==> src/rtl/demux1to3_router.sv <==
// 1-to-3 valid/ready demultiplexer with a one-entry buffer per channel; S=11 words are dropped and flagged on err.
// Optional drop counter on err_cnt is enabled by defining DEMUX_ERRCNT_EN.
module demux1to3_router #(
  parameter int W     = 8,
  parameter int CNT_W = 8
) (
  input  logic             clk,
  input  logic             rst_n,
  input  logic             in_valid,
  output logic             in_ready,
  input  logic [W-1:0]     in_data,
  input  logic [1:0]       S,
  output logic [2:0]       out_valid,
  input  logic [2:0]       out_ready,
  output logic [W-1:0]     out_data0,
  output logic [W-1:0]     out_data1,
  output logic [W-1:0]     out_data2,
  output logic             err
`ifdef DEMUX_ERRCNT_EN
  ,
  output logic [CNT_W-1:0] err_cnt
`endif
);

  logic [2:0]   vld_p1;
  logic [W-1:0] data_p1 [3];
  logic         err_p1;

  logic [2:0]   sel_oh;
  logic         illegal;
  logic [2:0]   load;
  logic [2:0]   pop;
  logic         drop;

  // Ready depends only on the addressed buffer, so illegal selects always drain.
  always_comb begin
    sel_oh   = 3'b000;
    in_ready = 1'b1;
    illegal  = 1'b0;
    case (S)
      2'd0: begin
        sel_oh   = 3'b001;
        in_ready = !vld_p1[0] || out_ready[0];
      end
      2'd1: begin
        sel_oh   = 3'b010;
        in_ready = !vld_p1[1] || out_ready[1];
      end
      2'd2: begin
        sel_oh   = 3'b100;
        in_ready = !vld_p1[2] || out_ready[2];
      end
      default: illegal = 1'b1;
    endcase
  end

  assign load = (in_valid && in_ready) ? sel_oh : 3'b000;
  assign pop  = vld_p1 & out_ready;
  assign drop = in_valid && illegal;

  // Stage p1: per-channel buffers and the drop pulse.
  always_ff @(posedge clk or negedge rst_n) begin
    if (!rst_n) begin
      vld_p1 <= 3'b000;
      err_p1 <= 1'b0;
      for (int k = 0; k < 3; k++) begin
        data_p1[k] <= '0;
      end
    end else begin
      err_p1 <= drop;
      for (int k = 0; k < 3; k++) begin
        if (load[k]) begin
          vld_p1[k]  <= 1'b1;
          data_p1[k] <= in_data;
        end else if (pop[k]) begin
          vld_p1[k]  <= 1'b0;
        end
      end
    end
  end

`ifdef DEMUX_ERRCNT_EN
  always_ff @(posedge clk or negedge rst_n) begin
    if (!rst_n) begin
      err_cnt <= '0;
    end else if (drop && (err_cnt != '1)) begin
      err_cnt <= err_cnt + 1'b1;
    end
  end
`endif

  assign out_valid = vld_p1;
  assign out_data0 = data_p1[0];
  assign out_data1 = data_p1[1];
  assign out_data2 = data_p1[2];
  assign err       = err_p1;

endmodule
==> config.mk <==
export PLATFORM = sky130hd
export DESIGN_NAME = demux1to3_router
export DESIGN_NICKNAME = d
export VERILOG_FILES = /design/src/rtl/demux1to3_router.sv
export SDC_FILE = /design/constraint.sdc
export NUM_CORES = 1
export LEC_CHECK = 0
export CORE_MARGIN = 8
export CORE_UTILIZATION = 42
export DETAILED_ROUTE_END_ITERATION = 8
export PLACE_DENSITY_LB_ADDON = 0.25
export SYNTH_ARGS = -nofsm -noshare
export SYNTH_HDL_FRONTEND = slang
export SYNTH_SLANG_ARGS = --single-unit
==> constraint.sdc <==
create_clock -name clk -period 1.7 [get_ports clk]
set_input_delay 0.17 -clock clk [delete_from_list [all_inputs] [get_ports clk]]
set_output_delay 0.17 -clock clk [all_outputs]
set_load 0.01 [all_outputs]
Yosys cells after proc, flatten, opt, wreduce, memory -nomap -nowiden --
Cells that the tools add are included.
Storage, ports and cells: register bits after elaboration 28, bits of input ports 16, output and inout bits 29, word-level logic and storage cells 33
Cells by class: eq/ne operators 2, mux-type cells 10, bitwise operators 1, reductions and logical operators 13
Operator list (count):
- one-hot mux 3 bit (3 select lines) | 1
- two-way mux 1 bit | 7
- nonzero test 2 bit | 3
- bitwise AND 3 bit | 1
- zero test 1 bit | 3
- logical OR 1 bit | 3
- two-way mux 3 bit | 1
- one-hot mux 1 bit (3 select lines) | 1
- OR reduction 3 bit | 1
- equality test 2 x 1 -> 1 bit, second input constant | 1
- equality test 2 bit, second input constant | 1
- logical AND 1 bit | 2
- zero test 2 bit | 1

Logic depth before layout (Yosys ltp) --
Gate-level depths: netlist of run 1.
depth in word-level cells 6, depth in mapped cells 4, gate-level depth less buffers 3

Worst setup path after synthesis of run 1 --
No wires, ideal clock.
path kind register to register, start point register vld_p1[1] (netlist: out_valid[1]), end point register data_p1, in the netlist out_data1[0], library setup time 0.125 ns, arrival 1.255 ns, required time 1.575 ns, path slack 0.320 ns, stages on the path, launching flop included 4, period minus slack after synthesis 1.380 ns, cells stage by stage dfrtp_1 nor2b_1 nor3_4 mux2_2
On the way: cells in the longest elaborated chain, start to end 5
Ends and longest elaborated chain:
- start, declared | line 25 | logic [2:0] vld_p1;
- start signal, assigned | line 64 | vld_p1 <= 3'b000;
- start signal, assigned by index | line 73 | vld_p1[k] <= 1'b1;
- start signal, assigned by index | line 76 | vld_p1[k] <= 1'b0;
- zero test 1 bit | line 47 | in_ready = !vld_p1[1] || out_ready[1];
- logical OR 1 bit | line 47
- one-hot mux 1 bit (3 select lines) | line 40 | case (S)
- logical AND 1 bit | line 57 | assign load = (in_valid && in_ready) ? sel_oh : 3'b000;
- two-way mux 3 bit | line 57
- end signal, assigned by index | line 74 | data_p1[k] <= in_data;
- end, declared | line 26 | logic [W-1:0] data_p1 [3];
Every way passes these cells. A chain may end at the register's enable or synchronous reset.

Worst setup path in the final report of run 1 --
start point register vld_p1[0] (netlist: out_valid[0]), end point output in_ready
On the way: cells in the longest elaborated chain, start to end 3
Ends and longest elaborated chain:
- zero test 1 bit | line 43 | in_ready = !vld_p1[0] || out_ready[0];
- logical OR 1 bit | line 43
- one-hot mux 1 bit (3 select lines) | line 40
- end, declared | line 10 | output logic in_ready,
Every way passes these cells.

==> results.cfg, run 1 <==
[worst_setup_path]
r2r_end = out_data1[1]
cp_max_fo = 2
reg2reg_depth = 4
critPathKind = flop to primary output
start_kind = flop
critPathCaptureType = primary output
r2r_slack_ps = 320
critical_path_required_ps = 1530
crit-reg2reg-launch = out_valid[1]
arrival_ps = 1340

[pwr]
p_seq_frac = 0.511
cellLeakagePower_nw = 0.726
power_mw = 1.68
clock_power_share = 0.148
p_sw_mw = 0.430
vdd_ir_drop_max_uv = 770
p_comb_frac = 0.342
power.density_nw_per_um2 = 1000
swShare = 0.256
p_int_mw = 1.25

[layout]
nNetsFinal = 141
layout_commonest_cell = clkdlybuf4s50_1
final_util = 0.629
finalInstanceArea_um2 = 1670
n_antenna_cell = 0
fill_cells = 223
instances_no_fill = 154
layout_common_cells = clkdlybuf4s50_1, dfrtp_1, mux2_2
area_growth_syn_to_layout_pct = 47.8
drive_above_1_share = 0.333

[synth]
ys_warn_count = 0
ys_ff_latch = 28
synth_nets = 86
ys_types = 16
postSynthAreaPerCell_um2 = 16.2
synthCells = 70
ys_seq_area_frac = 0.619
synth_area_um2 = 1130

[floorplanning]
io_pins = 45
die_x_um = 67.9
fp.dieH_um = 67.9
core_um2 = 2660
start_util = 0.425
die_area_um2 = 4610
rows = 19

[timing]
max_freq_mhz = 664
setup_violations = 0
rsz0062_at_grt = false
period_minus_slack_ps = 1510
hold_viol = 0
period_share = 0.886
drv_slew = 0
relSlewSlack = 0.769
finalSetupTns_ps = 0
worstMarginPinSlew_ps = 347
clock_skew_ps = 2.07

[global_routing]
grt_max_degree = 29
grt_pass1_vias = 897
grt_pass1_wl_mm = 4.30
grt_usage = 0.123
antenna_found_initial = 0
grt_overflow_total = 0

[placement]
hpwl_mm = 2.02
port_buffers = 44
place_congestion = 0.882
dpl-instance-area_um2 = 1650
dp.cells = 151

[drt]
via_count = 771
drc_errors = 0
finalWirelength_mm = 2.62
firstDrtPassIters = 2
drt_iter0_markers = 23
wl_per_cell_um = 17.0
antenna_left = 0
via_per_inst = 5.01

[clocking]
cts_sinks = 28
cts_tree = built
cts_buffers = 3
htreeDepth = 1
cts.clk_slew.worst_paths_ps = 130
hold_buffers = 0
cts_root_buf = clkbuf_4
cts_buffer_depth = 2
clkLatencyLatePin_ps = 310
cts_setup_buffers = 0

[status]
status = finished, final reports clean

[flow_run]
maxCapViolations = 0

[min_path]
hold_class = input pin to asynchronous set/reset pin
logic make-up (layout without fill, tap and decap cells):
kind of cell | Yosys count | after routing | share of synthesized area
AND/OR/NAND/NOR | 14 | 14 | 0.0928
flip-flops | 28 | 28 | 0.619
multiplexers | 24 | 24 | 0.265
buffers and inverters | 1 | 54 | 0.00994
AO/OA/AOI/OAI | 3 | 3 | 0.0133
worst max-delay path by stage:
stage | from | to | depth (start not counted)
after global routing | out_valid[0] | in_ready | 4
after global placement | S[0] | in_ready | 5
after detailed placement | S[0] | in_ready | 5
final | out_valid[0] | in_ready | 4
after floorplan | out_valid[1] | out_data1[0] | 3
after CTS | out_valid[0] | in_ready | 4
stage by stage:
stage	hold WS, ps	worst slack, ps
after floorplan	-126	320
after global placement	486	-4.97
after detailed placement	493	-61.9
after CTS	221	165
after global routing	259	75.5
final	224	195
power by group through the flow:
stage	clock network (mW)	registers, mW	logic, mW
floorplan	0	0.928	0.161
global placement	0	0.864	0.576
detailed placement	0	0.873	0.588
CTS	0.267	0.861	0.588
global route	0.283	0.876	0.617
finish	0.248	0.859	0.574
sequential cells by signal, indices dropped and copies added, names as in the netlist:
register,cells
out_data2,8
err,1
out_valid,3
out_data0,8
out_data1,8
synth_stat cells:
master | instances | area (um^2)
nand2_1 | 3 | 11.3
nor2b_1 | 1 | 6.26
nor2b_2 | 1 | 8.76
and3_2 | 1 | 7.51
nor3_4 | 1 | 16.3
nand2b_1 | 2 | 12.5
o21ai_0 | 3 | 15.0
mux2_2 | 16 | 180
and3_4 | 1 | 11.3
mux2_4 | 8 | 120
nand3b_2 | 1 | 11.3
or2_2 | 1 | 6.26
nand3b_1 | 1 | 7.51
dfrtp_1 | 28 | 701
buf_6 | 1 | 11.3
nand2_2 | 1 | 6.26
routing by layer:
layer / share of wire / track usage
met5: 0 / 0
met2: 0.52 / 0.230
met3: 0.091 / 0.0426
met4: 0.0031 / 0.0384
met1: 0.39 / 0.126
critical path, stage by stage (launching register included):
cell,delay [ps]
dfrtp_1,410
nand2b_1,110
o21ai_0,80
o21ai_0,150
dlygate4sd2_1,290
timing repair:
action / 4_1_cts / 5_1_grt
resized for setup: 1 / 0
setup endpoints to repair: 1 / 0
endpoints found under the hold margin: 0 / 0
area by class of cell:
class | count | area [um^2] | share of cell area
Tap cell | 31 | 38.8 | 0.0232
Multi-Input combinational cell | 41 | 420 | 0.251
Clock buffer | 3 | 22.5 | 0.0135
Sequential cell | 28 | 701 | 0.419
Timing Repair Buffer | 51 | 492 | 0.294
(Power assumes the default switching activity.)
==> inputs of run 2 (changes only) <==
CELL_PAD_IN_SITES_DETAIL_PLACEMENT = 1   (was default)
CELL_PAD_IN_SITES_GLOBAL_PLACEMENT = 1   (was default)
CORE_UTILIZATION = 33   (was 42)
==> run 2 against run 1 <==
  * Worst hold slack got worse by 20 ps
  * Clock power increased by 73%
  * Critical path type unchanged
  * First-iteration DRC count decreased by 26%
  * Largest cell class unchanged
  * Non-clock buffer count decreased by 1
  * Utilization decreased by 11 points
  * Sequential power about the same
  * Via count decreased by 0.13%
  * Die area increased by 21%
  * Worst setup slack improved by 4.0 ps
  * Flip-flop and latch count unchanged
==> results.cfg, run 2 (synthesis results as in run 1) <==
[status]
status = finished, final reports clean

[clocking]
cts_sinks = 28
htreeDepth = 1
cts_buffer_depth = 2
cts.clk_slew.worst_paths_ps = 140
hold_buffers = 0
cts_tree = built
clkLatencyLatePin_ps = 330
cts_root_buf = clkbuf_4
cts_buffers = 3

[placement]
hpwl_mm = 2.13
dpl-instance-area_um2 = 1660
place_congestion = 0.742
dp.cells = 165
pre_cts_slack_ps = -96.8
port_buffers = 44

[floorplanning]
io_pins = 45
die_x_um = 74.6
core_um2 = 3310
rows = 21
die_area_um2 = 5560
start_util = 0.342
fp.dieH_um = 74.6

[layout]
layout_common_cells = clkdlybuf4s50_1, dfrtp_1, mux2_2
drive_above_1_share = 0.333
area_growth_syn_to_layout_pct = 51.5
instances_no_fill = 169
multi_input_area_um2 = 420
final_util = 0.518
finalInstanceArea_um2 = 1720
fill_cells = 345
layout_commonest_cell = clkdlybuf4s50_1
ff_latch_area_um2 = 701
nNetsFinal = 140
n_antenna_cell = 0

[timing]
worstMarginPinSlew_ps = 357
period_minus_slack_ps = 1500
relSlewSlack = 0.762
finalSetupTns_ps = 0
clock_skew_ps = 4.40
period_share = 0.883
hold_viol = 0
drv_slew = 0
rsz0062_at_grt = false
worst_slack_ps = 199
max_freq_mhz = 666
setup_violations = 0
holdWs_ps = 204

[flow_run]
maxCapViolations = 0

[pwr]
cellLeakagePower_nw = 0.735
power_mw = 1.86
p_comb_frac = 0.309
p_seq_frac = 0.461
vdd_ir_drop_max_uv = 650
power.density_nw_per_um2 = 1090
swShare = 0.246
p_int_mw = 1.41
p_sw_mw = 0.458
clock_power_share = 0.230

[drt]
finalWirelength_mm = 2.81
via_count = 770
drc_errors = 0
drt_iter0_markers = 17
firstDrtPassIters = 2
antenna_left = 0
via_per_inst = 4.56
wl_per_cell_um = 16.6

[worst_setup_path]
path_cells = nand2b_1 > o21ai_0 > o21ai_0 > dlygate4sd2_1
cp_slowest_cell = dfrtp_1
critical_path_required_ps = 1530
critPathCaptureType = primary output
cp_max_fo = 2
start_kind = flop
crit_top_cell = o21ai_0
critPathKind = flop to primary output
cp_num_buf_inv = 1
cpLargestDelayFamily = flip-flops
arrival_ps = 1330
slowest_delay_ps = 420

[global_routing]
grt_pass1_wl_mm = 4.65
grt_overflow_total = 0
grt_usage = 0.112
grt_max_degree = 29
grt_pass1_vias = 872
antenna_found_initial = 0

[min_path]
hold_class = input pin to asynchronous set/reset pin
-- run 2: cell count changes in the layout (fill, tap and decap cells not counted) --
| cell | change |
|---|---|
| bufinv_16 | +1 |
| buf_4 | -1 |
-- run 2: path summary, 6_finish.rpt --
check	from	end	slack, ps	cells past startpoint
setup / recovery	out_valid[0]	in_ready	200	4
setup reg to reg	out_valid[1]	out_data1[6]	320	4
min in group clk	out_ready[2]	out_valid[2]	500	3
hold reg to reg	out_data1[6]	out_data1[6]	520	1
hold / removal	rst_n	err	200	2
max in group asynchronous	rst_n	out_valid[1]	1230	2
-- run 2: area by class of cell --
type,count,share of cell area
flip-flops and latches,28,0.408
clock inverters,1,0.0175
repair buffers,50,0.282
clock buffers,3,0.0131
well taps,46,0.0336
multi-input cells,41,0.245
-- run 2: timing repair --
| action | in CTS | in global routing |
|---|---|---|
| setup buffers | 0 | 0 |
| setup endpoints to repair | 1 | 0 |
| resized for setup | 1 | 0 |
-- run 2: layer usage --
layer / track usage / wire length (um) / vias to the layer above
met3: 0.0391 / 218 / 4
met2: 0.186 / 1380 / 28
met5: 0 / 0 / -
li1: - / - / 352
met4: 0.0326 / 25 / 0
met1: 0.132 / 1190 / 386
-- run 2: power groups by stage --
stage	combinational, mW	clock, mW	sequential (mW)
after detailed placement	0.588	0	0.874
after floorplan	0.161	0	0.928
after global placement	0.579	0	0.864
final	0.576	0.428	0.859
after global routing	0.622	0.471	0.880
after CTS	0.591	0.446	0.861
==> inputs of run 3 (changes only) <==
--- a/config.mk
+++ b/config.mk
@@ -11,4 +11,5 @@
 export CORE_UTILIZATION = 33
 export DETAILED_ROUTE_END_ITERATION = 8
+export HOLD_SLACK_MARGIN = 0.03
 export PLACE_DENSITY_LB_ADDON = 0.25
 export SYNTH_ARGS = -nofsm -noshare
==> constraint.sdc (replaced) <==
create_clock -name clk -period 1.7 [get_ports clk]
set_input_delay 0.34 -clock clk [delete_from_list [all_inputs] [get_ports clk]]
set_output_delay 0.34 -clock clk [all_outputs]
set_load 0.01 [all_outputs]
==> run 3 against run 2 <==
  * Sequential power barely moved
  * First-iteration DRC count fell by 24%
  * Non-clock buffer count rose by 2
  * Critical endpoint unchanged
==> results.cfg, run 3 (synthesis results as in run 1) <==
[status]
status = finished, final reports clean

[layout]
n_antenna_cell = 0
final_util = 0.517
nNetsFinal = 142
area_growth_syn_to_layout_pct = 51.2
layout_common_cells = clkdlybuf4s50_1, dfrtp_1, mux2_2
multi_input_area_um2 = 420
drive_above_1_share = 0.352
ff_latch_area_um2 = 701
layout_commonest_cell = clkdlybuf4s50_1
fill_cells = 354

[floorplanning]
start_util = 0.342
rows = 21
die_area_um2 = 5560
core_um2 = 3310
fp.dieH_um = 74.6
die_x_um = 74.6
io_pins = 45

[global_routing]
grt_usage = 0.115
antenna_found_initial = 0
grt_pass1_vias = 876
grt_max_degree = 29
grt_pass1_wl_mm = 4.58
grt_overflow_total = 0

[min_path]
hold_class = input pin to asynchronous set/reset pin

[timing]
relSlewSlack = 0.760
drv_slew = 0
period_share = 0.954
worstMarginPinSlew_ps = 360
hold_viol = 0
setup_violations = 0
clock_skew_ps = 5.67
max_freq_mhz = 617
period_minus_slack_ps = 1620
rsz0062_at_grt = false
holdWs_ps = 365

[placement]
place_congestion = 0.699
port_buffers = 44
hpwl_mm = 2.20

[worst_setup_path]
cp_max_fo = 2
critical_path_required_ps = 1360
start_kind = input pin
r2r_slack_ps = 330
arrival_ps = 1280
critPathCaptureType = primary output
critPathKind = input pin to primary output

[clocking]
cts.clk_slew.worst_paths_ps = 140
cts_root_buf = clkbuf_4
cts_tree = built
cts_buffer_depth = 2
hold_buffers = 0
htreeDepth = 1
clkLatencyLatePin_ps = 340
cts_sinks = 28
cts_setup_buffers = 0
cts_buffers = 3

[pwr]
vdd_ir_drop_max_uv = 531
cellLeakagePower_nw = 0.748
power.density_nw_per_um2 = 1030
power_mw = 1.77

[drt]
drt_iter0_markers = 13
antenna_left = 0
firstDrtPassIters = 2
via_per_inst = 4.55
via_count = 778
finalWirelength_mm = 2.90
drc_errors = 0
wl_per_cell_um = 17.0

[flow_run]
maxCapViolations = 0
run 3: worst paths after layout:
check / startpoint / end / cells after the start
worst max-delay path: out_ready[0] / in_ready / 5
worst min-delay path: rst_n / err / 2
worst max register to register: out_valid[1] / out_data1[2] / 4
worst min register to register: out_data0[1] / out_data0[1] / 1
max in group asynchronous: rst_n / out_valid[0] / 2
min in group clk: out_data0[1] / out_data0[1] / 1
run 3: critical path, stage by stage:
cell and delay (ps):
clkdlybuf4s50_1 460, nand2b_1 130, o21ai_1 70, o21ai_0 130, buf_2 150
run 3: layer usage:
layer | GRT usage | part of all wire | vias up | routed length (um)
met5 | 0 | 0 | - | 0
met4 | 0.0717 | 0.021 | 0 | 60
met3 | 0.0472 | 0.088 | 4 | 256
met2 | 0.190 | 0.51 | 29 | 1490
met1 | 0.120 | 0.38 | 391 | 1100
li1 | - | - | 354 | -
run 3: area by class of cell:
class	count	share of cell area
sequential	28	0.409
clock buffer	4	0.0212
timing repair buffer	52	0.290
multi-input combinational	41	0.246
tap	46	0.0336
run 3: power by group:
part	internal, mW	switching (mW)	leakage, nW	total, mW
sequential	0.792	0.0688	0.337	0.860
combinational	0.376	0.201	0.390	0.576
clock	0.131	0.199	0.0210	0.330
run 3: through the flow:
step | TNS, ps | instances | worst slack (ps) | instance area [um^2]
2_1_floorplan | 0 | 70 | 320 | 1130
3_3_place_gp | -3930 | 167 | -308 | 1680
3_5_place_dp | -4970 | 167 | -373 | 1680
4_1_cts | 0 | 171 | 40.2 | 1710
5_1_grt | 0 | 171 | 4.12 | 1710
6_report | 0 | 171 | 78.9 | 1710
run 3: repair_timing:
item | 4_1_cts | 5_1_grt
gates resized for setup | 6 | 1
gates cloned | 0 | 0
endpoints found under the setup margin | 1 | 1
==> variant 1 (settings of run 2) <==
Change the parameter `W` from 8 to 10.
--- a/src/rtl/demux1to3_router.sv
+++ b/src/rtl/demux1to3_router.sv
@@ -3,3 +3,3 @@
 module demux1to3_router #(
-  parameter int W     = 8,
+  parameter int W     = 10,
   parameter int CNT_W = 8
Interface: changed (resized in_data, out_data0, out_data1 and out_data2); port bits go from 45 to 53. No check against the original RTL was run, so the function may have changed too.
==> variant 1 against run 2 <==
- area after synthesis grew 22%
- setup slack gained 19 ps
- total power up 27%
- final area increased by 20%
- count of clock-buffer cells in the layout is 3 higher
- utilization down 0.52 points
- sequential cell count rose by 6
- wire length is 22% higher
- clock skew grew 1.7 ps
- largest cell class unchanged
==> variant 1: results (changes against run 2) <==
critical_path:
  worstPathArrival_ps: 1310  # -20 ps
  worstReg2RegEnd: "out_data1[2]$_DFFE_PN0P_"
  crit_fanout: 6  # +4
  r2r_cells: 4  # unchanged
  rrSetupSlack_ps: 300  # -20 ps
placed_design:
  portBuffers: 52  # +18%
  hpwlAfterDp_um: 2570  # +21%
  gp_congestion: 0.734  # -1.1%
clocking:
  htreeDepth: 2  # +1
  cts.clk_slew.worst_paths_ps: 70  # -70 ps
  cts-root-buf: "clkbuf_8"
drt:
  drt-met1-wl_um: 1330  # +11%
  via_per_inst: 4.64  # +1.8%
  drt-total-wl_um: 3420  # +22%
  route.met2.wl_um: 1700  # +24%
  first_pass_iters: 4  # +2
  dr.first_iter.drc_count: 22  # +5
status:
  status: "finished clean"
global_routing:
  gr-usage-met1_pct: 11.9  # -1.3 points
  grt_pass1_wl_um: 5520  # +19%
  grt_start_max_net_pins: 35  # +21%
  met3_usage_pct: 5.92  # +2.0 points
  gr-usage-met2_pct: 18.4  # -0.14 points
  grt_usage_pct: 11.2  # +0.073 points
power_and_ir_drop:
  peakVddDrop_mv: 0.535  # -18%
  p_leak_nw: 0.883  # +20%
timing:
  hold_ws_ps: 294  # +90.7 ps
  relSlewSlack_pct: 71.2  # -5.1 points
finish:
  drive_above_1_share_pct: 33.6  # +0.23 points
  fillers: 402  # +17%
synth:
  synth.distinct_cells: 17  # +1
  synthTopCellsByArea: "dfrtp_1 (62%), mux2_2 (16%), mux2_4 (11%)"
  synthTopCellsByCount: "dfrtp_1 (34), mux2_2 (20), mux2_4 (10)"
[variant 1: how the worst max path moves through the flow]
stage | start | endpoint | slack (ps) | cells past startpoint
after floorplan | out_valid[1]$_DFFE_PN0P_ | out_data1[1]$_DFFE_PN0P_ | 330 | 4
after global placement | S[0] | in_ready | -30 | 5
after detailed placement | S[0] | in_ready | -70 | 5
after CTS | S[0] | in_ready | 210 | 5
after global routing | S[0] | in_ready | 80 | 5
final | S[0] | in_ready | 220 | 5
[variant 1: through the flow]
step                area [µm²]  std cells  total power, W
finish                    2050        196         0.00237
CTS                       2050        196         0.00241
global route              2050        196         0.00249
detailed placement        1960        188         0.00179
floorplan                 1380         84         0.00133
global placement          1960        188         0.00176
[variant 1: power by group]
part	internal, W	switching [W]	total (W)
Combinational	0.000456	0.000244	0.000699
Sequential	0.000966	0.0000862	0.00105
Clock	0.000325	0.000294	0.000619
[variant 1: worst max-delay path: stages]
cell and delay, ps:
clkdlybuf4s50_1 500, nand3b_1 120, o21ai_0 90, o21ai_0 150, dlygate4sd2_1 290
[variant 1: logic make-up (layout without fill, tap and decap cells)]
family	count (synthesis)	after routing	synth area share, %
buffers and inverters	3	65	2.82
flip-flops	34	34	61.8
multiplexers	30	30	27.3
AND/OR/NAND/NOR	14	14	7.00
AO/OA/AOI/OAI	3	3	1.09
[variant 1: what timing repair did]
item,CTS,global route
gates resized for setup,1,0
endpoints found under the hold margin,0,0
setup endpoints to repair,1,0
hold buffers,0,0
setup buffers,0,0
[variant 1: final cells by class]
type	instances	area [µm²]	share of cell area, %
clock buffers	6	82.6	4.02
multi-input cells	47	487	23.7
flip-flops and latches	34	851	41.5
repair buffers	57	557	27.1
well taps	50	62.6	3.05
clock inverters	2	12.5	0.610
==> variant 2 (config.mk and constraints of run 2) <==
Made on the original files. Register the output `err` once more, with the module's reset; this adds one clock of latency there. The other outputs are not delayed to match.
--- a/src/rtl/demux1to3_router.sv
+++ b/src/rtl/demux1to3_router.sv
@@ -95,3 +95,9 @@
   assign out_data2 = data_p1[2];
-  assign err       = err_p1;
+  always_ff @(posedge clk or negedge rst_n) begin
+    if (!rst_n) begin
+      err <= '0;
+    end else begin
+      err <= err_p1;
+    end
+  end
 
Function: changed (Yosys sat finds a counterexample within 4 cycles, from zero or initial values and one cycle with rst_n low).
==> variant 2 against run 2 <==
- sequential cell count grew 1
- synthesized cell count grew 1.4%
- wire length increased by 13%
- count of clock-buffer cells in the layout is 3 higher
- area after synthesis rose by 2.2%
- final area increased by 2.1%
- total power up 0.57%
- setup slack worse by 85 ps
- critical path depth unchanged
- critical path type unchanged
- largest power group unchanged
==> variant 2: results (changes against run 2) <==
synth:
  synth_compound_gate_area_share_pct: 1.30  # -0.029 points
  synthTopCellsByArea: "dfrtp_1 (63%), mux2_2 (16%), mux2_4 (10%)"
  synth_flop_cell: "dfrtp_1"
  synthMuxAreaShare_pct: 25.9  # -0.57 points
  syn-num-nets: 87  # +1.2%
  synth-seq-area-share_pct: 62.7  # +0.82 points
  synthTopCellsByCount: "dfrtp_1 (29), mux2_2 (16), mux2_4 (8)"
  avgSynthCellArea_um2: 16.3  # +0.77%
power_and_ir_drop:
  p_leak_nw: 0.755  # +2.7%
  peakVddDrop_mv: 0.566  # -13%
timing:
  worstMarginPinSlew_ps: 369  # +12.8 ps
  fin_skew_ps: 2.98  # -1.42 ps
  hold_ws_ps: 217  # +13.5 ps
clocking:
  cts.clk_slew.worst_paths_ps: 90  # -50 ps
  cts_buffers: 5  # +2
  cts_max_path_buffers: 2  # unchanged
  htreeDepth: 2  # +1
  cts_resized: 1  # unchanged
  insertion_delay_ps: 330  # about the same
finish:
  drive_above_1_share_pct: 34.4  # +1.0 points
  nets: 143  # +2.1%
  fillers: 369  # +7.0%
critical_path:
  crit_family: "flip-flops"
  crit_fanout: 2  # unchanged
  worstPathArrival_ps: 1420  # +90 ps
  r2r_cells: 4  # unchanged
  worstReg2RegEnd: "out_data1[4]$_DFFE_PN0P_"
global_routing:
  grt_pass1_vias: 928  # +6.4%
  grt_usage_pct: 12.8  # +1.6 points
  grt_pass1_wl_um: 5110  # +9.9%
  grt_start_max_net_pins: 30  # +3.4%
placed_design:
  gp_congestion: 0.701  # -5.5%
  hpwlAfterDp_um: 2410  # +13%
  dp_cells: 166  # +0.61%
drt:
  dr.first_iter.drc_count: 19  # +2
  via_count: 796  # +3.4%
  wire_per_inst_um: 18.2  # +9.6%
  first_pass_iters: 3  # +1
  drt-total-wl_um: 3170  # +13%
status:
  status: "finished clean"
## variant 2: power by group
part | total (W) | internal, W | leakage (nW) | switching [W]
Sequential | 0.000886 | 0.000817 | 0.351 | 0.0000695
Clock | 0.000401 | 0.000157 | 0.0320 | 0.000244
Combinational | 0.000587 | 0.000378 | 0.372 | 0.000208
Total | 0.00187 | 0.00135 | 0.755 | 0.000522
## variant 2: cell families (layout without fill, tap and decap cells)
family,after synthesis,count (layout)
muxes,24,24
DFF,29,29
and+or+nand+nor,14,14
AOI/OAI and AO/OA,3,3
buffers and inverters,1,58
## variant 2: cell type report
class | instances | area, µm² | share of cell area (%)
clock buffers | 6 | 41.3 | 2.36
clock inverters | 2 | 10.0 | 0.571
multi-input cells | 41 | 420 | 24.0
flip-flops and latches | 29 | 726 | 41.4
well taps | 46 | 57.6 | 3.29
repair buffers | 50 | 497 | 28.4
## variant 2: worst max-delay path by stage
stage | slack [ps] | end | start | depth (start not counted)
CTS | 40 | in_ready | out_valid[2]$_DFFE_PN0P_ | 4
global placement | -20 | in_ready | S[0] | 5
detailed placement | -180 | in_ready | S[0] | 5
floorplan | 320 | out_data1[0]$_DFFE_PN0P_ | out_valid[1]$_DFFE_PN0P_ | 3
finish | 110 | in_ready | out_valid[0]$_DFFE_PN0P_ | 4
global route | 40 | in_ready | out_valid[0]$_DFFE_PN0P_ | 4
## variant 2: metrics by stage
| stage | cell area [µm²] | TNS [ps] | setup slack [ps] | util [%] |
|---|---|---|---|---|
| 3_5_place_dp | 1700 | -432 | -177 | 50.6 |
| 2_1_floorplan | 1160 | 0 | 320 | - |
| 5_1_grt | 1750 | 0 | 35.2 | 52.1 |
| 4_1_cts | 1750 | 0 | 40.9 | 52.1 |
| 6_report | 1750 | 0 | 114 | 52.1 |
| 3_3_place_gp | 1700 | -18.7 | -18.7 | 50.6 |
## variant 2: per-layer routing
layer,global-route usage [%],part of all wire (%),vias up
met1,12.9,37,402
li1,-,-,358
met5,0,0,-
met3,7.19,9.7,6
met4,5.12,1.9,0
met2,21.2,51,30
